`config.mk`:
```
export PLATFORM = sky130hd
export DESIGN_NAME = alu_share_ctrl
export DESIGN_NICKNAME = d
export VERILOG_FILES = /design/src/rtl/alu_pkg.sv /design/src/rtl/alu_share_ctrl_alu.sv /design/src/rtl/alu_share_ctrl.sv
export SDC_FILE = /design/constraint.sdc
export NUM_CORES = 2
export LEC_CHECK = 0
export BUFFER_PORTS_ARGS = -buffer_cell sky130_fd_sc_hd__buf_2
export CAP_MARGIN = 20
export CORE_MARGIN = 2
export CORE_UTILIZATION = 25
export CTS_CLUSTER_SIZE = 30
export DETAILED_ROUTE_END_ITERATION = 8
export PLACE_DENSITY = 0.41
export RECOVER_POWER = 50
export SLEW_MARGIN = 10
export SYNTH_ARGS = -nofsm -noshare
export SYNTH_HDL_FRONTEND = slang
export SYNTH_SLANG_ARGS = --single-unit
```
`constraint.sdc`:
```
create_clock -name clk -period 7.6 [get_ports clk]
set_clock_uncertainty 0.15 [all_clocks]
set_input_delay 0.38 -clock clk [delete_from_list [all_inputs] [get_ports clk]]
set_output_delay 0.38 -clock clk [all_outputs]
set_load 0.05 [all_outputs]
```
`src/rtl/alu_pkg.sv`:
```
// Shared definitions for the shared-ALU controller: ALU control codes,
// controller state encoding and control-code legality check.
package alu_pkg;

    localparam logic [3:0] ALU_AND  = 4'b0000;
    localparam logic [3:0] ALU_OR   = 4'b0001;
    localparam logic [3:0] ALU_ADD  = 4'b0010;
    localparam logic [3:0] ALU_SLL  = 4'b0011;
    localparam logic [3:0] ALU_SLTU = 4'b0100;
    localparam logic [3:0] ALU_SUB  = 4'b0110;
    localparam logic [3:0] ALU_SLT  = 4'b0111;
    localparam logic [3:0] ALU_SRL  = 4'b1011;
    localparam logic [3:0] ALU_NOR  = 4'b1100;
    localparam logic [3:0] ALU_MUL  = 4'b1111;

    typedef enum logic [1:0] {
        IDLE,
        EXEC,
        RESP
    } state_t;

    function automatic logic is_legal_ctrl(input logic [3:0] ctrl);
        case (ctrl)
            ALU_AND, ALU_OR, ALU_ADD, ALU_SLL, ALU_SLTU,
            ALU_SUB, ALU_SLT, ALU_SRL, ALU_NOR, ALU_MUL: return 1'b1;
            default:                                     return 1'b0;
        endcase
    endfunction

endpackage

```
`src/rtl/alu_share_ctrl_alu.sv`:
```
// Combinational 32-bit ALU shared by the controller; wraparound arithmetic,
// shifts operate on b by shamt, unsupported codes produce zero.
module ALU
    import alu_pkg::*;
(
    input  logic [3:0]  ctrl_i,
    input  logic [31:0] a_i,
    input  logic [31:0] b_i,
    input  logic [4:0]  shamt_i,
    output logic [31:0] result_o
);

    always_comb begin
        result_o = '0;
        case (ctrl_i)
            ALU_AND:  result_o = a_i & b_i;
            ALU_OR:   result_o = a_i | b_i;
            ALU_ADD:  result_o = a_i + b_i;
            ALU_SLL:  result_o = b_i << shamt_i;
            ALU_SLTU: result_o = {31'b0, a_i < b_i};
            ALU_SUB:  result_o = a_i - b_i;
            ALU_SLT:  result_o = {31'b0, $signed(a_i) < $signed(b_i)};
            ALU_SRL:  result_o = b_i >> shamt_i;
            ALU_NOR:  result_o = ~(a_i | b_i);
            ALU_MUL:  result_o = a_i * b_i;
            default:  result_o = '0;
        endcase
    end

endmodule

```
`src/rtl/alu_share_ctrl.sv`:
```
// Two-requester sequencing controller around one shared ALU.
// Define ALU_SHARE_RR_EN for round-robin arbitration; otherwise req0 has fixed priority.
module alu_share_ctrl
    import alu_pkg::*;
#(
    parameter int unsigned SETTLE_CYCLES = 2
) (
    input  logic        clk,
    input  logic        rst_n,
    input  logic        req0_valid,
    output logic        req0_ready,
    input  logic [3:0]  req0_ctrl,
    input  logic [31:0] req0_a,
    input  logic [31:0] req0_b,
    input  logic [4:0]  req0_shamt,
    input  logic        req1_valid,
    output logic        req1_ready,
    input  logic [3:0]  req1_ctrl,
    input  logic [31:0] req1_a,
    input  logic [31:0] req1_b,
    input  logic [4:0]  req1_shamt,
    output logic        rsp_valid,
    input  logic        rsp_ready,
    output logic        rsp_id,
    output logic [31:0] rsp_result,
    output logic        rsp_zero,
    output logic        rsp_illegal,
    output logic        busy
);

    state_t      state_q;
    logic [3:0]  cnt_q;
    logic [3:0]  ctrl_q;
    logic [31:0] a_q, b_q;
    logic [4:0]  shamt_q;
    logic        id_q;
    logic        rsp_valid_q, rsp_id_q, rsp_zero_q, rsp_illegal_q;
    logic [31:0] rsp_result_q;

    logic        gnt1;
    logic        accept;
    logic [3:0]  sel_ctrl;
    logic [31:0] sel_a, sel_b;
    logic [4:0]  sel_shamt;
    logic [31:0] alu_result;

`ifdef ALU_SHARE_RR_EN
    logic last_q;

    // last_q holds the id granted on the most recent accept; the other side wins a tie
    always_comb gnt1 = req1_valid && (!req0_valid || !last_q);

    always_ff @(posedge clk or negedge rst_n) begin
        if (!rst_n)      last_q <= 1'b1;
        else if (accept) last_q <= gnt1;
    end
`else
    always_comb gnt1 = req1_valid && !req0_valid;
`endif

    // Ready is gated by rst_n so it reads 0 for the whole time reset is asserted
    always_comb begin
        req0_ready = rst_n && (state_q == IDLE) && req0_valid && !gnt1;
        req1_ready = rst_n && (state_q == IDLE) && gnt1;
        accept     = req0_ready || req1_ready;
        sel_ctrl   = gnt1 ? req1_ctrl  : req0_ctrl;
        sel_a      = gnt1 ? req1_a     : req0_a;
        sel_b      = gnt1 ? req1_b     : req0_b;
        sel_shamt  = gnt1 ? req1_shamt : req0_shamt;
    end

    ALU u_alu (
        .ctrl_i   (ctrl_q),
        .a_i      (a_q),
        .b_i      (b_q),
        .shamt_i  (shamt_q),
        .result_o (alu_result)
    );

    always_ff @(posedge clk or negedge rst_n) begin
        if (!rst_n) begin
            state_q       <= IDLE;
            cnt_q         <= '0;
            ctrl_q        <= '0;
            a_q           <= '0;
            b_q           <= '0;
            shamt_q       <= '0;
            id_q          <= 1'b0;
            rsp_valid_q   <= 1'b0;
            rsp_id_q      <= 1'b0;
            rsp_result_q  <= '0;
            rsp_zero_q    <= 1'b0;
            rsp_illegal_q <= 1'b0;
        end else begin
            case (state_q)
                IDLE: begin
                    if (accept) begin
                        ctrl_q  <= sel_ctrl;
                        a_q     <= sel_a;
                        b_q     <= sel_b;
                        shamt_q <= sel_shamt;
                        id_q    <= gnt1;
                        cnt_q   <= 4'(SETTLE_CYCLES - 1);
                        state_q <= EXEC;
                    end
                end
                EXEC: begin
                    if (cnt_q == '0) begin
                        rsp_valid_q   <= 1'b1;
                        rsp_id_q      <= id_q;
                        rsp_illegal_q <= !is_legal_ctrl(ctrl_q);
                        rsp_result_q  <= is_legal_ctrl(ctrl_q) ? alu_result : '0;
                        rsp_zero_q    <= is_legal_ctrl(ctrl_q) ? (alu_result == '0) : 1'b1;
                        state_q       <= RESP;
                    end else begin
                        cnt_q <= cnt_q - 4'd1;
                    end
                end
                RESP: begin
                    if (rsp_ready) begin
                        rsp_valid_q <= 1'b0;
                        state_q     <= IDLE;
                    end
                end
                default: state_q <= IDLE;
            endcase
        end
    end

    assign rsp_valid   = rsp_valid_q;
    assign rsp_id      = rsp_id_q;
    assign rsp_result  = rsp_result_q;
    assign rsp_zero    = rsp_zero_q;
    assign rsp_illegal = rsp_illegal_q;
    assign busy        = (state_q != IDLE);

endmodule

```
# Word-level counts from Yosys, hierarchy flattened
# Memories as Yosys holds them, arrays and structs flattened.
# Cells that the tools add are included.
# totals
out_inout_bits	39
wordCells	85
mem_bits_ro	48
memories	3
reg_bits	116
input_bits	151
# op_classes
reduce_logical	21
addsub	3
n_eq_ne	15
mux	23
shifts	2
bitwise	3
n_mul	1
magnitude_cmp	2
# memory_table
memory	words	width	read_ports	rd_ports_with_merged_regs	write_ports	line	rtl
(name not given)	16	1	1	0	0	alu_pkg.sv:23	case (ctrl)
(name not given)	16	1	1	0	0	alu_pkg.sv:23	
(name not given)	16	1	1	0	0	alu_pkg.sv:23	
# ops
cell	count
$pmux W32 S10	1
$mux W32	3
$lt A32 B32 Y1	2
$add A32 B32 Y32	1
$and A32 B32 Y32	1
$logic_not A32 Y1	1
$mul A32 B32 Y32	1
$not A32 Y32	1
$or A32 B32 Y32	1
$shl A32 B5 Y32	1
$shr A32 B5 Y32	1
$sub A32 B32 Y32	1
$eq A4 B3 Y1 const B	3
$eq A4 B4 Y1 const B	3
$mux W4	3
$mux W1	9
$reduce_and A3 Y1	3
$eq A4 B2 Y1 const B	2
$logic_not A4 Y1	2
$ne A2 B2 Y1 const B	4
$pmux W4 S2	1
$mux W2	3
$pmux W2 S3	1
$reduce_bool A2 Y1	3
other kinds (11)	18

# Depth between registers and ports, before layout
# depth
ltp_word	7
mapped_depth	32
ltp_nobuf	29

# Cells and area by module
# From an unflattened synthesis, not the netlist that was laid out.
# hier_totals
cells_unflattened	3396
hier_area_um2	28118.2
# by_module_without_submodules
mod	seq_area_each_um2	cells_each	instances	area_each_um2
ALU	0.0	2938	1	23015.8
alu_share_ctrl	2902.8	458	1	5102.4

# Worst setup path after synthesis
# Ideal clock, no wire load.
# synth_path
path_type	reg-to-reg
startpoint	register b_q[2]
endpoint	register rsp_zero_q, in the netlist rsp_zero
arrival_ns	7.915
required_ns	7.358
setup_time_ns	0.092
stages_incl_launch_ff	31
n_path_buf	3
path_slack_ns	-0.557
cell_sequence	dfrtp_1 clkbuf_1 inv_1 clkbuf_1 nor2_1 fa_1 inv_1 fa_1 fa_1 fa_1 inv_1 fa_1 inv_1 fa_1 inv_1 fa_1 fa_1 ha_1 clkbuf_1 o21ai_0 nand3b_1 o21ai_0 a22o_1 a2111oi_4 nand3_2 a2111oi_4 nand4_1 or4_1 nor4_1 nand4b_1 o31ai_2
# synth_between
elab_chain_cells	5
word_cells_on_any_way	13
cone_classes	add/sub: 2; mul: 1; order compare: 2; shift: 2; mux: 2; bitwise: 3; reduce/logical: 1
# synth_lines
item	line	rtl
start, declared	alu_share_ctrl.sv:34	logic [31:0] a_q, b_q;
start signal, assigned	alu_share_ctrl.sv:100	b_q <= sel_b;
branches (longest 2 deep; another with $mul A32 B32 Y32)	n/a	
$pmux W32 S10 (*)	alu_share_ctrl_alu.sv:15	case (ctrl_i)
$logic_not A32 Y1 (*)	alu_share_ctrl.sv:113	rsp_zero_q <= is_legal_ctrl(ctrl_q) ? (alu_result == '0) : 1'b1;
$mux W1 (*)	alu_share_ctrl.sv:113	
end signal, assigned	alu_share_ctrl.sv:113	
end, declared	alu_share_ctrl.sv:37	logic rsp_valid_q, rsp_id_q, rsp_zero_q, rsp_illegal_q;
# Every way passes the cells marked *.
# A chain may end at the register's enable or synchronous reset.

# Worst setup path after layout
# layout_path
startpoint	register a_q[4]
endpoint	register rsp_zero_q, in the netlist rsp_zero
# layout_between
elab_chain_cells	5
word_cells_on_any_way	11
cone_classes	add/sub: 2; mul: 1; order compare: 2; mux: 2; bitwise: 3; reduce/logical: 1
# layout_lines
item	line	rtl
start, declared	alu_share_ctrl.sv:34	
start signal, assigned	alu_share_ctrl.sv:99	a_q <= sel_a;
branches (longest 2 deep; another with $mul A32 B32 Y32)	n/a	
$pmux W32 S10 (*)	alu_share_ctrl_alu.sv:15	
$logic_not A32 Y1 (*)	alu_share_ctrl.sv:113	
$mux W1 (*)	alu_share_ctrl.sv:113	
# Marked as above.

==> results by group <==
Yosys
  – Mux share of post-synthesis cell area: under 10%
  – Ranking of synthesized cells by area: fa_1, dfrtp_1, ha_1
  – Synthesis Warnings: 0
  – Syn Std Cell Area: 0.0301 mm²
  – Commonest cells in the netlist: nor2_1, inv_1, fa_1
  – Avg Cell Area, Syn: 8.26 µm²
  – Adder-cell share of the synthesized area: 36.7%
  – Simple-gate share of the synthesized area: 16.9%
  – Synth Area in XOR/XNOR: 2.85%
  – Top-count cell post-synth: nor2_1
  – Synth area leader: fa_1
  – Synth Register Bits: 116
  – Syn Nets: ~4400
  – Synth cell types: 91
  – Share of flip-flops with an asynchronous set or reset: 100%
  – Ys flop type: dfrtp_1
  – Synth Instances: 3641
  – Post-synthesis compound-gate area fraction: 14.5%
  – Seq/Total Area, Yosys: slightly below 10%
  – Yosys top cell area share: a little over a quarter
  – Largest family of logic cells by synthesized area: adder cells
  – EDFF count, synth: 0

Timing
  – Final WS setup: -364 ps
  – Setup-failing EPs final: 4
  – Hold Fails Final Rpt: 0
  – RSZ-0062 raised after global routing: true
  – Final count of pins violating max slew: 103
  – Slew @ Worst Pin: between 2000 and 3000 ps
  – Fin crit period: 7960 ps
  – Slew margin rel.: -91.3%
  – Final Cycle Share: 105%
  – Hold WS: 42.5 ps
  – FMAX: approximately 130 MHz

Routing
  – DRT Pass-1 Iters: 8
  – Vias per cell: between 5 and 6
  – Antenna Nets Post-Route: 0
  – Iteration-0 DRC Markers: 3052
  – Vias: 29700
  – # DRC: 0
  – Routed WL: 157000 µm
  – Avg WL per Cell: 27.2 µm

Global route
  – Vias in the first global route: 29900
  – First-pass GRT wire length: 223000 µm
  – Largest net degree at the start of global routing: 67
  – Initial antenna violation count: 3
  – GR Util All Layers: between 20 and 30%
  – GR Overflow Total: 0

Placed design
  – Gpl congestion: 1.05
  – Placed cells: approximately 5700
  – HPWL after DPL: between 100000 and 150000 µm
  – PortBufs: 189
  – Setup WS pre-CTS: -789 ps

Setup path
  – Crit path largest cell delay: 550 ps
  – Max Fanout on Critical Path: 6
  – Slowest CP cell: or4_4
  – Worst endpoint data arrival time: 8240 ps
  – Cell repeated most along the worst path: ha_1
  – CP required: 7870 ps
  – Startpoint Class: flop
  – Critical path endpoint category: flop
  – Crit Path Class: reg2reg

Die
  – Rows: ~130
  – Die height: 351 µm
  – Die W: about 350 µm
  – Initial Util: 25.1%
  – Core area: roughly 0.12 mm²
  – Die ar.: 0.123 mm²
  – I/O pin count: 190

Finish
  – Final #Nets: 4925
  – Final std cells w/o fill: 5765
  – Layout area overhead: 26.0%
  – Share of layout cells above drive strength 1: 23.5%
  – Core Util, Final: 31.7%

CTS
  – Root buffer cell: clkbuf_16
  – CTS tree: yes
  – H-Tree Depth: 4
  – Maximum clock path buffer count: 2
  – Worst-Skew Late Latency: approximately 520 ps
  – CTS buffer count: 17
  – Clock sink count: 116
  – Register clock-pin slew on the reported worst setup and hold paths: around 80 ps

Outcome
  – Failing checks: max-capacitance violations, max-slew violations, negative setup slack
  – Status: complete, but fails checks

Worst hold path
  – Hold Path Class: in2reg

Run
  – Max capacitance violation total: 3
metrics by stage:
step                      TNS, ps  cell area [µm²]
after global placement      -3220            36300
after detailed placement    -3390            36300
after CTS                    -682            37500
final                        -753            37900
after floorplan                 0            30400
after global routing        -2000            37900
layer usage:
metal	wire length (µm)	part of all wire (%)	track usage, %	vias to the layer above
met4	6900	4.4	9.72	2
li1	-	-	-	13100
met1	68800	44	35.3	15000
met3	11500	7.4	3.83	223
met2	69300	44	39.5	1374
met5	13	0.0083	0	-
logic make-up after synthesis:
kind of cell / Yosys count
AOI/OAI and AO/OA: 655
and+or+nand+nor: 1175
buffers and inverters: 744
muxes: 218
xor gates and xnor gates: 98
DFF: 116
adders and majority gates: 635
repair_timing:
| action | 4_1_cts | 5_1_grt |
|---|---|---|
| hold buffers | 2 | 0 |
| cloned | 1 | 0 |
| pin swaps | 48 | 53 |
| gates resized for setup | 103 | 73 |
| endpoints found under the hold margin | 22 | 0 |
| setup buffers | 23 | 16 |
| endpoints found under the setup margin | 10 | 11 |
worst max-delay path, delay by kind of cell (launching register included):
kind / cells / cell delay (ps)
buffers and inverters: 8 / 1130
and+or+nand+nor: 6 / 1290
AOI/OAI and AO/OA: 5 / 1430
DFF: 1 / 390
adders and majority gates: 9 / 3250
muxes: 1 / 220
sequential cells by signal (all words and copies together), names as in the netlist:
name and cells:
a_q 32, b_q 32, cnt_q 4, ctrl_q 4, id_q 1, rsp_id 1, rsp_illegal 1, rsp_result 32
rsp_valid 1, rsp_zero 1, shamt_q 5, state_q 2
worst paths after layout:
check | start | endpoint | cells after the start | slack, ps
setup / recovery | a_q[4]$_DFFE_PN0P_ | rsp_zero$_DFFE_PN0P_ | 29 | -360
hold / removal | req0_a[28] | a_q[28]$_DFFE_PN0P_ | 3 | 40
setup reg to reg | a_q[4]$_DFFE_PN0P_ | rsp_zero$_DFFE_PN0P_ | 29 | -360
hold reg to reg | rsp_result[18]$_DFFE_PN0P_ | rsp_result[18]$_DFFE_PN0P_ | 2 | 330
max in group asynchronous | rst_n | a_q[12]$_DFFE_PN0P_ | 3 | 3040
min in group asynchronous | rst_n | rsp_result[21]$_DFFE_PN0P_ | 2 | 630
placed cells by master (no fill, tap or decap), types with 14 or more instances in the layout:
master and count:
a22o_1 20, clkbuf_1 39, o22ai_1 24, fa_2 22, nor2_1 496, nor2b_1 15
clkbuf_16 17, o21bai_1 18, nand2b_1 24, xor2_1 22, nor4_1 16, dfrtp_1 106
inv_2 19, nand2_1 391, a211oi_1 36, buf_2 152, a21o_1 26, nand4_1 18
mux2i_1 138, mux2_2 18, nand3_1 40, buf_4 483, o221ai_1 14, fa_1 388
a221oi_1 20, ha_1 207, xnor2_1 74, and3_1 20, a21oi_1 195, o21ai_0 99
buf_12 39, ha_4 15, buf_6 14, inv_1 453, mux4_2 59, nor3_1 43
a22oi_1 20, o211ai_1 22
area by class of cell:
class | instances | area [µm²]
fill | 12800 | 81800
tap | 1612 | 2020
multi-input combinational | 2781 | 25000
inverter | 493 | 1890
timing repair inverter | 1 | 7.51
timing repair buffer | 729 | 5490
clock buffer | 18 | 439
clock inverter | 14 | 101
sequential | 116 | 2920
antenna | 1 | 2.50
Power is not shown: default switching activity piles up to over one toggle a cycle in this logic, so the estimate is an artifact.
